==> config.mk <==
export PLATFORM = sky130hd
export DESIGN_NAME = sci_acc_op_pkt_fifo_flat
export DESIGN_NICKNAME = d
export VERILOG_FILES = /design/src/rtl/sci_acc_op_pkt_fifo_if.sv /design/src/rtl/sci_acc_op_pkt_fifo.sv /design/src/flat_wrapper.sv
export SDC_FILE = /design/constraint.sdc
export NUM_CORES = 1
export LEC_CHECK = 0
export CAP_MARGIN = 20
export CORE_AREA = 2 2 157 159
export CTS_BUF_LIST = sky130_fd_sc_hd__clkbuf_4 sky130_fd_sc_hd__clkbuf_8
export CTS_CLUSTER_DIAMETER = 40
export DETAILED_ROUTE_END_ITERATION = 7
export DIE_AREA = 0 0 159 161
export GPL_TIMING_DRIVEN = 0
export PLACE_DENSITY = 0.74
export SLEW_MARGIN = 5
export SYNTH_ARGS = -nofsm -noshare
export SYNTH_HDL_FRONTEND = slang
export SYNTH_SLANG_ARGS = --single-unit
==> constraint.sdc <==
create_clock -name clk -period 10.8 [get_ports clk]
set_input_delay 1.62 -clock clk [delete_from_list [all_inputs] [get_ports clk]]
set_output_delay 1.62 -clock clk [all_outputs]
set_load 0.01 [all_outputs]
==> src/rtl/sci_acc_op_pkt_fifo_if.sv <==
// Op-packet handshake bundle: host push side plus core-facing head/pop side.
interface sci_acc_op_pkt_fifo_if #(
  parameter int DATA_WIDTH = 32,
  parameter int NUM_MODES  = 4,
  parameter int RES_WIDTH  = 4
);
  logic                  host_wr_en;
  logic [DATA_WIDTH-1:0] host_data;
  logic [NUM_MODES-1:0]  host_mode;
  logic [RES_WIDTH-1:0]  host_res;
  logic                  host_wr_ready;
  logic [DATA_WIDTH-1:0] in_fifo_data_o;
  logic [NUM_MODES-1:0]  in_fifo_mode_o;
  logic [RES_WIDTH-1:0]  in_fifo_res_o;
  logic                  op_pkt_available;
  logic                  fifo_pop;

  // Queue side: takes pushes and pops, presents the head.
  modport slave (
    input  host_wr_en, host_data, host_mode, host_res, fifo_pop,
    output host_wr_ready, in_fifo_data_o, in_fifo_mode_o, in_fifo_res_o,
           op_pkt_available
  );

  // Producer/consumer side: drives pushes and pops, observes the head.
  modport master (
    output host_wr_en, host_data, host_mode, host_res, fifo_pop,
    input  host_wr_ready, in_fifo_data_o, in_fifo_mode_o, in_fifo_res_o,
           op_pkt_available
  );
endinterface

==> src/rtl/sci_acc_op_pkt_fifo.sv <==
// Op-packet queue in front of the Maclaurin core. First-word-fall-through
// head, occupancy-based full/empty, sticky overflow/underflow/bad-mode flags.
module sci_acc_op_pkt_fifo #(
  parameter int DATA_WIDTH = 32,
  parameter int NUM_MODES  = 4,
  parameter int RES_WIDTH  = 4,
  parameter int DEPTH      = 8,
  parameter int CNT_W      = $clog2(DEPTH) + 1
) (
  input  logic                 clk,
  input  logic                 reset_n,
  sci_acc_op_pkt_fifo_if.slave bus,
  input  logic                 err_clr,
  output logic [CNT_W-1:0]     occupancy,
  output logic                 ovf_err,
  output logic                 unf_err,
  output logic                 mode_err
);
  localparam int PTR_W = $clog2(DEPTH);

  typedef struct packed {
    logic [DATA_WIDTH-1:0] data;
    logic [NUM_MODES-1:0]  mode;
    logic [RES_WIDTH-1:0]  res;
  } pkt_t;

  pkt_t             mem [DEPTH];
  pkt_t             head;
  logic [PTR_W-1:0] wr_ptr, rd_ptr;
  logic             full, empty, mode_valid, push_ok, pop_ok;
  logic             ovf_set, unf_set, mode_set;

  assign full       = (occupancy == CNT_W'(DEPTH));
  assign empty      = (occupancy == '0);
  assign mode_valid = $onehot(bus.host_mode);
  // Full blocks pushes even when a pop lands in the same cycle.
  assign push_ok    = bus.host_wr_en && !full && mode_valid;
  assign pop_ok     = bus.fifo_pop && !empty;
  assign ovf_set    = bus.host_wr_en && full;
  assign mode_set   = bus.host_wr_en && !mode_valid;
  assign unf_set    = bus.fifo_pop && empty;

  assign bus.host_wr_ready    = !full;
  assign bus.op_pkt_available = !empty;
  // Stale storage is never visible: the head reads as zero when empty.
  assign head                 = empty ? '0 : mem[rd_ptr];
  assign bus.in_fifo_data_o   = head.data;
  assign bus.in_fifo_mode_o   = head.mode;
  assign bus.in_fifo_res_o    = head.res;

  // Storage write; no reset on the array.
  always_ff @(posedge clk) begin
    if (push_ok) mem[wr_ptr] <= '{data: bus.host_data, mode: bus.host_mode, res: bus.host_res};
  end

  // Pointers and occupancy; pointers wrap naturally at power-of-two depth.
  always_ff @(posedge clk or negedge reset_n) begin
    if (!reset_n) begin
      wr_ptr    <= '0;
      rd_ptr    <= '0;
      occupancy <= '0;
    end else begin
      if (push_ok) wr_ptr <= wr_ptr + PTR_W'(1);
      if (pop_ok)  rd_ptr <= rd_ptr + PTR_W'(1);
      case ({push_ok, pop_ok})
        2'b10:   occupancy <= occupancy + CNT_W'(1);
        2'b01:   occupancy <= occupancy - CNT_W'(1);
        default: occupancy <= occupancy;
      endcase
    end
  end

  // Sticky error flags; a new event beats a same-cycle clear.
  always_ff @(posedge clk or negedge reset_n) begin
    if (!reset_n) begin
      ovf_err  <= 1'b0;
      unf_err  <= 1'b0;
      mode_err <= 1'b0;
    end else begin
      ovf_err  <= ovf_set  | (ovf_err  & ~err_clr);
      unf_err  <= unf_set  | (unf_err  & ~err_clr);
      mode_err <= mode_set | (mode_err & ~err_clr);
    end
  end
endmodule

==> src/flat_wrapper.sv <==
// flat-port wrapper written by rule: the top's interface ports become plain ports
module sci_acc_op_pkt_fifo_flat 
#(
  parameter int DATA_WIDTH = 32,
  parameter int NUM_MODES  = 4,
  parameter int RES_WIDTH  = 4,
  parameter int DEPTH      = 8,
  parameter int CNT_W      = $clog2(DEPTH) + 1
)
  (clk, reset_n, err_clr, occupancy, ovf_err, unf_err, mode_err, bus_host_wr_en, bus_host_data, bus_host_mode, bus_host_res, bus_fifo_pop, bus_host_wr_ready, bus_in_fifo_data_o, bus_in_fifo_mode_o, bus_in_fifo_res_o, bus_op_pkt_available);
  sci_acc_op_pkt_fifo_if #(.DATA_WIDTH(DATA_WIDTH), .NUM_MODES(NUM_MODES), .RES_WIDTH(RES_WIDTH)) bus_i ();
  input  logic clk;
  input  logic reset_n;
  input  logic err_clr;
  output logic [CNT_W-1:0] occupancy;
  output logic ovf_err;
  output logic unf_err;
  output logic mode_err;
  input wire logic [$bits(bus_i.host_wr_en)-1:0] bus_host_wr_en;
  input wire logic [$bits(bus_i.host_data)-1:0] bus_host_data;
  input wire logic [$bits(bus_i.host_mode)-1:0] bus_host_mode;
  input wire logic [$bits(bus_i.host_res)-1:0] bus_host_res;
  input wire logic [$bits(bus_i.fifo_pop)-1:0] bus_fifo_pop;
  output wire logic [$bits(bus_i.host_wr_ready)-1:0] bus_host_wr_ready;
  output wire logic [$bits(bus_i.in_fifo_data_o)-1:0] bus_in_fifo_data_o;
  output wire logic [$bits(bus_i.in_fifo_mode_o)-1:0] bus_in_fifo_mode_o;
  output wire logic [$bits(bus_i.in_fifo_res_o)-1:0] bus_in_fifo_res_o;
  output wire logic [$bits(bus_i.op_pkt_available)-1:0] bus_op_pkt_available;
  assign bus_i.host_wr_en = bus_host_wr_en;
  assign bus_i.host_data = bus_host_data;
  assign bus_i.host_mode = bus_host_mode;
  assign bus_i.host_res = bus_host_res;
  assign bus_i.fifo_pop = bus_fifo_pop;
  assign bus_host_wr_ready = bus_i.host_wr_ready;
  assign bus_in_fifo_data_o = bus_i.in_fifo_data_o;
  assign bus_in_fifo_mode_o = bus_i.in_fifo_mode_o;
  assign bus_in_fifo_res_o = bus_i.in_fifo_res_o;
  assign bus_op_pkt_available = bus_i.op_pkt_available;
  sci_acc_op_pkt_fifo #(.DATA_WIDTH(DATA_WIDTH), .NUM_MODES(NUM_MODES), .RES_WIDTH(RES_WIDTH), .DEPTH(DEPTH), .CNT_W(CNT_W)) u_core (.clk(clk), .reset_n(reset_n), .bus(bus_i), .err_clr(err_clr), .occupancy(occupancy), .ovf_err(ovf_err), .unf_err(unf_err), .mode_err(mode_err));
endmodule
==> impl_metrics.toml, run 1 <==
[min_path]
min_to = "u_core.unf_err$_DFF_PN0_"
hold_start = "u_core.unf_err$_DFF_PN0_"
hold_path_depth = 2
min_path_type = "reg -> reg"

[power_and_ir_drop]
static-leakage-power_nw = 5.246
ir_worst_vdd_v = 0.0001468
p_per_area_nw_per_um2 = 249.0

[setup_path]
r2r-end = "u_core.occupancy[2]$_DFFE_PN0P_"
ff2ff_path_depth = 11
critPathKind = "in -> reg"
r2r_slack_ps = 7900
worstSetupEndpointType = "flop"
arrival_ps = 5500
critPathRequiredTime_ps = 11060
reg2reg_from = "u_core.occupancy[2]$_DFFE_PN0P_"
worstSetupStartpointType = "primary input"
crit_fanout = 9

[timing]
rsz0062_at_grt = "false"
post-route-min-period_ps = 5233
hold_viol = 0
relSlewSlack = 0.4701
worst_clock_skew_ps = 25.10
drv_slew = 0
fmax_mhz = 191.1
setup_tns_ps = 0
tightest_slew_ps = 790.5
setup_viol = 0
finalCritPeriodShare = 0.4846

[clock_network]
cts_tree = "done"
postCtsSetupBuffers = 0
root_buffer = "clkbuf_8"
clk_latency_ps = 570
cts.sinks = 333
ctsResizeCount = 0
clockBufferDepth = 3
clkSlewWorstSetupHoldPaths_ps = 60
numCtsBuffers = 52
cts_hold_buf = 0
htree_levels = 2

[finish]
instances_no_fill = 1114
most-common-layout-cells = "edfxtp_1 (320), clkdlybuf4s50_1 (93), mux4_2 (80), clkbuf_8 (54), nor2_1 (42)"
layout.nets = 804
fin_util = 0.6547
diodes = 0
layout_commonest_cell = "edfxtp_1"
drive_gt1_frac = 0.2785
area_delta_synth_final_pct = 21.53

[synth]
synth-edff-count = 320
synth_seq_cells = 333
syn_inst = 585
synth_top_family_by_area = "multiplexers"
synth_compound_area_frac = 0.003489
ys_types = 32
ys_seq_area_frac = 0.7695
synth_area_per_cell_um2 = 22.07
synth_simple_gate_area_frac = 0.02578
synth_nets = 639
synth_fa_ha_area_frac = 0.009304
ys.flop_type = "edfxtp_1"
synth_area_um2 = 12910
synthArstFlopShare = 0.03904
synthMuxAreaShare = 0.1726
synth-warning-count = 0
synth-xor-area-share = 0.005427

[detailed_routing]
viasPerCell = 5.636
wl_per_cell_um = 23.13
drc = 0
drt_wl_total_um = 25770
dr.pass1.iters = 7
drtAntennaViolNets = 0
drtIter0Drc = 449
num_vias = 6279

[global_route]
grt_max_degree = 25
antenna_found_initial = 1
grt_use_total = 0.2079
grt_pass1_vias = 6923
grt_overflow = 0
grt_pass1_wl_um = 39800

[die]
start_util = 0.5387
die_y_um = 161
dieWidth_um = 159
core_area_um2 = 23960
ioPinCount = 94
die_area_um2 = 25600
rows = 57

[place]
port_buffers = 93
dp.cells = 1020
hpwlAfterDp_um = 15880
place.gp.congestion = 0.7344

[flow_run]
cap_violations = 0

[status]
outcome = "finished clean"
## cell type report
type	count	area (um2)
Buffer	29	156.4
Clock buffer	79	930.9
Fill cell	1635	8274
Timing Repair Buffer	111	1257
Sequential cell	333	9935
Tap cell	324	405.4
Clock inverter	15	130.1
Multi-Input combinational cell	217	2851
Inverter	6	22.52
## stage by stage
| step | total power [mW] | hold slack [ps] | setup slack [ps] | cell area [um2] |
|---|---|---|---|---|
| 3_3_place_gp | 2.840 | 501.9 | 744.1 | 14250 |
| 6_report | 3.907 | 532.4 | 5567 | 15690 |
| 3_5_place_dp | 2.889 | 521.9 | 5005 | 14630 |
| 5_1_grt | 4.095 | 570.5 | 5458 | 15690 |
| 2_1_floorplan | 2.340 | 483.6 | 4403 | 12910 |
| 4_1_cts | 3.949 | 532.9 | 5553 | 15690 |
## layer usage
metal  up-vias  wire [um]  GRT usage
met3        38       1484    0.04366
met2       210      13330     0.3569
li1       2741          -          -
met5         -         13          0
met1      3288      10430     0.2704
met4         2        510    0.06694
## cells in the mapped netlist, types with 2 or more instances
cell type  number  area share
clkbuf_1       10      0.0029
ha_1            8      0.0078
edfxtp_1      320        0.74
buf_4           7      0.0041
nor3_1          2     0.00078
inv_2           2     0.00058
a21oi_1         2     0.00078
nand2_1        10      0.0029
buf_2          11      0.0043
nand2b_1        3      0.0015
xnor2_1         3      0.0020
nor2_1         48       0.014
inv_1           4      0.0012
mux4_2         80        0.14
nor3b_1         2      0.0012
dfrtp_1        13       0.025
o22ai_1         2     0.00097
xor2_1          5      0.0034
mux2i_1        40       0.031
## kinds of logic after synthesis
kind of cell,count (synthesis)
xor gates and xnor gates,8
muxes,122
and+or+nand+nor,71
DFF,333
AOI/OAI and AO/OA,7
buffers and inverters,35
adders and majority gates,9
## report_power, final
group          internal [mW]  leakage, nW  switching, mW  total (mW)
Combinational          0.695         1.65          0.627        1.32
Sequential              1.49         3.04         0.0378        1.53
Clock                  0.599        0.559          0.459        1.06
## worst max-delay path: stages
cell and delay, ps:
clkdlybuf4s50_1 650, ha_1 310, ha_1 210, fa_1 480, nor3b_1 510, and3_4 320
nand2_1 220, nor3_2 540, buf_4 280, buf_6 170, buf_6 170
## registers in the layout (all words and copies together) (netlist names)
signal            count
u_core.mem          320
u_core.unf_err        1
u_core.ovf_err        1
u_core.wr_ptr         3
u_core.rd_ptr         3
u_core.occupancy      4
u_core.mode_err       1
## how the worst max path moves through the flow
stage                     start                          end  slack, ps  depth (start not counted)
3_3_place_gp   bus_host_mode[3]  u_core.mem[1][19]$_DFFE_PP_        740                          8
3_5_place_dp   bus_host_mode[3]  u_core.mem[1][12]$_DFFE_PP_       5010                         11
4_1_cts        bus_host_mode[3]   u_core.mem[1][4]$_DFFE_PP_       5550                         11
5_1_grt        bus_host_mode[1]   u_core.mem[1][4]$_DFFE_PP_       5460                         11
6_report       bus_host_mode[3]   u_core.mem[1][4]$_DFFE_PP_       5570                         11
2_1_floorplan  bus_host_mode[0]   u_core.mem[1][0]$_DFFE_PP_       4400                          7
Power figures use the tool's default switching activity.
==> run 2: changes to the inputs <==
clock period = 5 ns   (was 10.8 ns; I/O delays follow)
==> impl_metrics.toml, run 2 (synthesis gave the netlist of run 1 again) <==
[place]
port_buffers = 93
place.gp.congestion = 0.7128
hpwlAfterDp_um = 15890
dp.cells = 1018
place_ws_ps = 125.0
dpl_cell_area_um2 = 14730

[timing]
setup_viol = 0
relSlewSlack = 0.4168
hold_viol = 0
finalCritPeriodShare = 0.8524
hold_slack_ps = 530.5
fin_ws_ps = 737.8
tightest_slew_ps = 872.8
post-route-min-period_ps = 4262
worst_clock_skew_ps = 13.84
setup_tns_ps = 0
rsz0062_at_grt = "false"
drv_slew = 0
fmax_mhz = 234.6

[die]
start_util = 0.5387
rows = 57
die_area_um2 = 25600
dieWidth_um = 159
ioPinCount = 94
core_area_um2 = 23960
die_y_um = 161

[clock_network]
cts.sinks = 333
cts_tree = "done"
clockBufferDepth = 3
ctsResizeCount = 0
postCtsSetupBuffers = 0
numCtsBuffers = 52
cts_hold_buf = 0
root_buffer = "clkbuf_8"
htree_levels = 2
clkSlewWorstSetupHoldPaths_ps = 50
clk_latency_ps = 560

[flow_run]
cap_violations = 0

[finish]
drive_gt1_frac = 0.2676
largest_registers = "u_core.mem (320), u_core.occupancy (4)"
layout.nets = 802
instances_no_fill = 1105
regMostFlops = "u_core.mem"
diodes = 0
fin_area_um2 = 15660
layout_commonest_cell = "edfxtp_1"
most-common-layout-cells = "edfxtp_1 (320), clkdlybuf4s50_1 (93), mux4_2 (80), clkbuf_8 (53), nor2_1 (42)"
largest_reg_flops = 320
area_delta_synth_final_pct = 21.30
fin_util = 0.6535

[detailed_routing]
drt_wl_total_um = 26100
drc = 0
drtAntennaViolNets = 0
viasPerCell = 5.645
wl_per_cell_um = 23.62
dr.pass1.iters = 5
drtIter0Drc = 518
num_vias = 6238

[setup_path]
worstPathCellList = "clkdlybuf4s50_1 -> ha_1 -> ha_1 -> fa_1 -> nor3b_1 -> and3_4 -> nand2_1 -> nor2_4 -> buf_12"
cpPeakStageDelay_ps = 750
cp_num_buf_inv = 2
r2r_slack_ps = 2170
critPathRequiredTime_ps = 5250
arrival_ps = 4510
path_common_cell = "ha_1"
worstSetupEndpointType = "flop"
crit_fanout = 22
worstSetupStartpointType = "primary input"
slowest_stage = "nor2_4"
cp_top_family = "simple AND/OR/NAND/NOR gates"
critPathKind = "in -> reg"

[global_route]
grt_pass1_vias = 6907
grt_use_total = 0.2083
antenna_found_initial = 1
grt_pass1_wl_um = 39720
grt_overflow = 0
grt_max_degree = 23

[power_and_ir_drop]
static-leakage-power_nw = 5.193
ir_worst_vdd_v = 0.0004445
p_per_area_nw_per_um2 = 525.7
finalPower_mw = 8.233

[min_path]
min_path_type = "reg -> reg"

[status]
outcome = "finished clean"
## run 2: area by class of cell
class                           count  area (um2)
Timing Repair Buffer              109        1344
Inverter                            6       22.52
Multi-Input combinational cell    217        2864
Buffer                             29       156.4
Tap cell                          324       405.4
Sequential cell                   333        9935
Clock inverter                     21       106.4
Fill cell                        1616        8303
Clock buffer                       66       827.0
## run 2: worst register-to-register path, cell delays in order (launching register included)
cell and delay (ps):
dfrtp_1 480, nor4_4 630, inv_2 80, and2_4 180, buf_6 120, ha_1 270, xor2_1 180, ha_1 200
a21oi_1 150, xor2_1 190, nor2_1 70, xor2_1 140
## run 2: power by group
group,internal (mW),switching (mW)
sequential,3.22,0.0833
clock,1.08,0.981
combinational,1.51,1.36
total,5.81,2.43
## run 2: layer usage
layer  wire, um  up-vias  GRT usage
li1           -     2732          -
met1      10650     3236     0.2755
met2      13150      217     0.3504
met3       1748       51    0.04956
met4        542        2    0.06322
met5         13        -          0
## run 2: worst paths after layout
kind | end | depth (start not counted) | from
setup / recovery | u_core.mem[3][23]$_DFFE_PP_ | 9 | bus_host_mode[2]
setup reg to reg | u_core.occupancy[2]$_DFFE_PN0P_ | 11 | u_core.occupancy[2]$_DFFE_PN0P_
hold / removal | u_core.unf_err$_DFF_PN0_ | 2 | u_core.unf_err$_DFF_PN0_
min in group asynchronous | u_core.occupancy[2]$_DFFE_PN0P_ | 1 | reset_n
hold reg to reg | u_core.unf_err$_DFF_PN0_ | 2 | u_core.unf_err$_DFF_PN0_
max in group asynchronous | u_core.wr_ptr[0]$_DFFE_PN0P_ | 1 | reset_n
==> run 3: changes to the inputs <==
ABC_AREA = 1   (was unset)
CORE_AREA = 2 2 159 161   (was 2 2 157 159)
DIE_AREA = 0 0 161 163   (was 0 0 159 161)
PLACE_DENSITY = 0.75   (was 0.74)
==> impl_metrics.toml, run 3 <==
[synth]
synthMuxAreaShare = 0
synth_area_um2 = 13350
synthArstFlopShare = 0.03904
synth-xor-area-share = 0.003281
synth_top_family_by_area = "simple AND/OR/NAND/NOR gates"
yosys.area.top_type = "edfxtp_1"
synth-edff-count = 320
synth_nets = 1099
synth_seq_cells = 333
synth_simple_gate_area_frac = 0.1046
synth.area.top_cells = "edfxtp_1 (72%), nor2_1 (8.3%), o21ai_0 (3.8%), dfrtp_1 (2.4%), o21ai_1 (2.3%)"
syn_inst = 1045
ys_types = 28
ys_seq_area_frac = 0.7442
synth_commonest_cells = "edfxtp_1 (320), nor2_1 (294), o21ai_0 (101)"
yosys.area.top_type_share = 0.7198
ys.flop_type = "edfxtp_1"
synth-warning-count = 0
synth_area_per_cell_um2 = 12.77
synth_fa_ha_area_frac = 0.008998
synth.most_common_cell = "edfxtp_1"
synth_compound_area_frac = 0.1046

[finish]
largest_registers = "u_core.mem (320), u_core.occupancy (4)"
fin_area_um2 = 16180
largest_reg_flops = 320
area_delta_synth_final_pct = 21.22
multiInputGateArea_um2 = 3017
drive_gt1_frac = 0.1133
instances_no_fill = 1575
fin_util = 0.6558
layout.nets = 1256
layout_commonest_cell = "edfxtp_1"
fill_cells = 1774
regMostFlops = "u_core.mem"
regArea_um2 = 9935
most-common-layout-cells = "edfxtp_1 (320), nor2_1 (286), o21ai_0 (101), clkdlybuf4s50_1 (93), nand2_1 (64)"

[timing]
setup_tns_ps = 0
fin_ws_ps = 1076
drv_slew = 0
tightest_slew_ps = 754.8
worst_clock_skew_ps = 14.61
relSlewSlack = 0.4956
finalCritPeriodShare = 0.7848
post-route-min-period_ps = 3924
hold_slack_ps = 532.5
hold_viol = 0
fmax_mhz = 254.8
rsz0062_at_grt = "false"
setup_viol = 0

[setup_path]
cpPeakStageDelay_ps = 670
arrival_ps = 4190
cp_top_family = "simple AND/OR/NAND/NOR gates"
crit_fanout = 22
worstSetupStartpointType = "primary input"
crit_start = "bus_host_mode[3]"
reg2reg_from = "u_core.occupancy[0]$_DFFE_PN0P_"
slowest_stage = "clkdlybuf4s50_1"
worstPathCellList = "clkdlybuf4s50_1 -> ha_1 -> ha_1 -> fa_1 -> nor2_1 -> nand2_1 -> inv_1 -> nand3_2 -> inv_1 -> nand2_1 -> nor2_4 -> buf_12"
worstSetupEndpointType = "flop"
cp_num_buf_inv = 4
critPathKind = "in -> reg"
critPathRequiredTime_ps = 5260

[clock_network]
numCtsBuffers = 52
clkSlewWorstSetupHoldPaths_ps = 60
postCtsSetupBuffers = 0
clockBufferDepth = 3
cts.sinks = 333
htree_levels = 2
clk_latency_ps = 580
cts_tree = "done"
root_buffer = "clkbuf_8"
cts_hold_buf = 0
ctsResizeCount = 0

[place]
dp.cells = 1478
hpwlAfterDp_um = 18860
dpl_cell_area_um2 = 15000
port_buffers = 93
place.gp.congestion = 0.7874
place_ws_ps = 460.0

[global_route]
antenna_found_initial = 1
grt_pass1_vias = 8625
grt_max_degree = 27
grt_use_total = 0.2386
grt_pass1_wl_um = 47670
grt_overflow = 0

[die]
rows = 58
die_area_um2 = 26240
die_y_um = 163
dieWidth_um = 161
start_util = 0.5410
ioPinCount = 94
core_area_um2 = 24670

[detailed_routing]
dr.pass1.iters = 6
num_vias = 8826
met3_length_um = 2791
drtIter0Drc = 974
viasPerCell = 5.604
drc = 0
wl_per_cell_um = 19.73
drtAntennaViolNets = 0
highest_layer = "met4"
wl_met1_um = 12080
drt_wl_total_um = 31080
wl_met2_um = 15160

[power_and_ir_drop]
finalPower_mw = 9.653
p_per_area_nw_per_um2 = 596.5
ir_worst_vdd_v = 0.0003495
static-leakage-power_nw = 5.601

[status]
outcome = "finished clean"

[min_path]
hold_start = "u_core.unf_err$_DFF_PN0_"
min_path_type = "reg -> reg"

[flow_run]
cap_violations = 0
-- run 3: cell count changes after synthesis, moves of 12 or more --
cell and change:
nor2_1 +246, o21ai_0 +101, mux4_2 -80, o21ai_1 +61
nand2_1 +54, o22ai_1 +41, mux2i_1 -40, o211ai_1 +40
clkbuf_1 +16, inv_1 +12
-- run 3: power breakdown --
group	switching [mW]	internal, mW
sequential	0.0783	3.22
clock	1.05	1.52
combinational	2.27	1.52
-- run 3: cell families after synthesis --
group | after synthesis
AND/OR/NAND/NOR | 366
buffers and inverters | 84
XOR/XNOR | 5
adder cells (fa/ha/maj) | 9
flip-flops | 333
AO/OA/AOI/OAI | 248
-- run 3: path summary, 6_finish.rpt --
check                                             endpoint  slack [ps]  cells after the start
setup / recovery               u_core.mem[3][12]$_DFFE_PP_        1080                     12
hold / removal                    u_core.unf_err$_DFF_PN0_         530                      2
setup reg to reg           u_core.occupancy[2]$_DFFE_PN0P_        2440                     12
hold reg to reg                   u_core.unf_err$_DFF_PN0_         530                      2
max in group asynchronous         u_core.ovf_err$_DFF_PN0_        3990                      1
min in group asynchronous  u_core.occupancy[1]$_DFFE_PN0P_         580                      1
-- run 3: final cells by class --
type / instances / area share
Inverter: 19 / 0.004717
Timing Repair Buffer: 103 / 0.07268
Buffer: 65 / 0.02358
Sequential cell: 333 / 0.6139
Multi-Input combinational cell: 628 / 0.1864
Clock inverter: 34 / 0.02374
Clock buffer: 62 / 0.04925
Tap cell: 330 / 0.02552
Antenna cell: 1 / 0.0001546
-- run 3: per-layer routing --
| metal | GRT usage | up-vias |
|---|---|---|
| met5 | 0 | - |
| met2 | 0.3995 | 455 |
| met3 | 0.04125 | 80 |
| met4 | 0.1019 | 0 |
| met1 | 0.3113 | 4192 |
| li1 | - | 4099 |
-- run 3: worst reg2reg max path: stages, from the launching register on --
cell and delay, ps:
dfrtp_1 440, nor2_1 180, nand3_1 340, nand2_1 260, inv_2 100, ha_1 250
nand2_1 80, inv_1 40, nor2_1 150, ha_1 170, a21oi_1 50, or2_2 300
a31oi_1 120
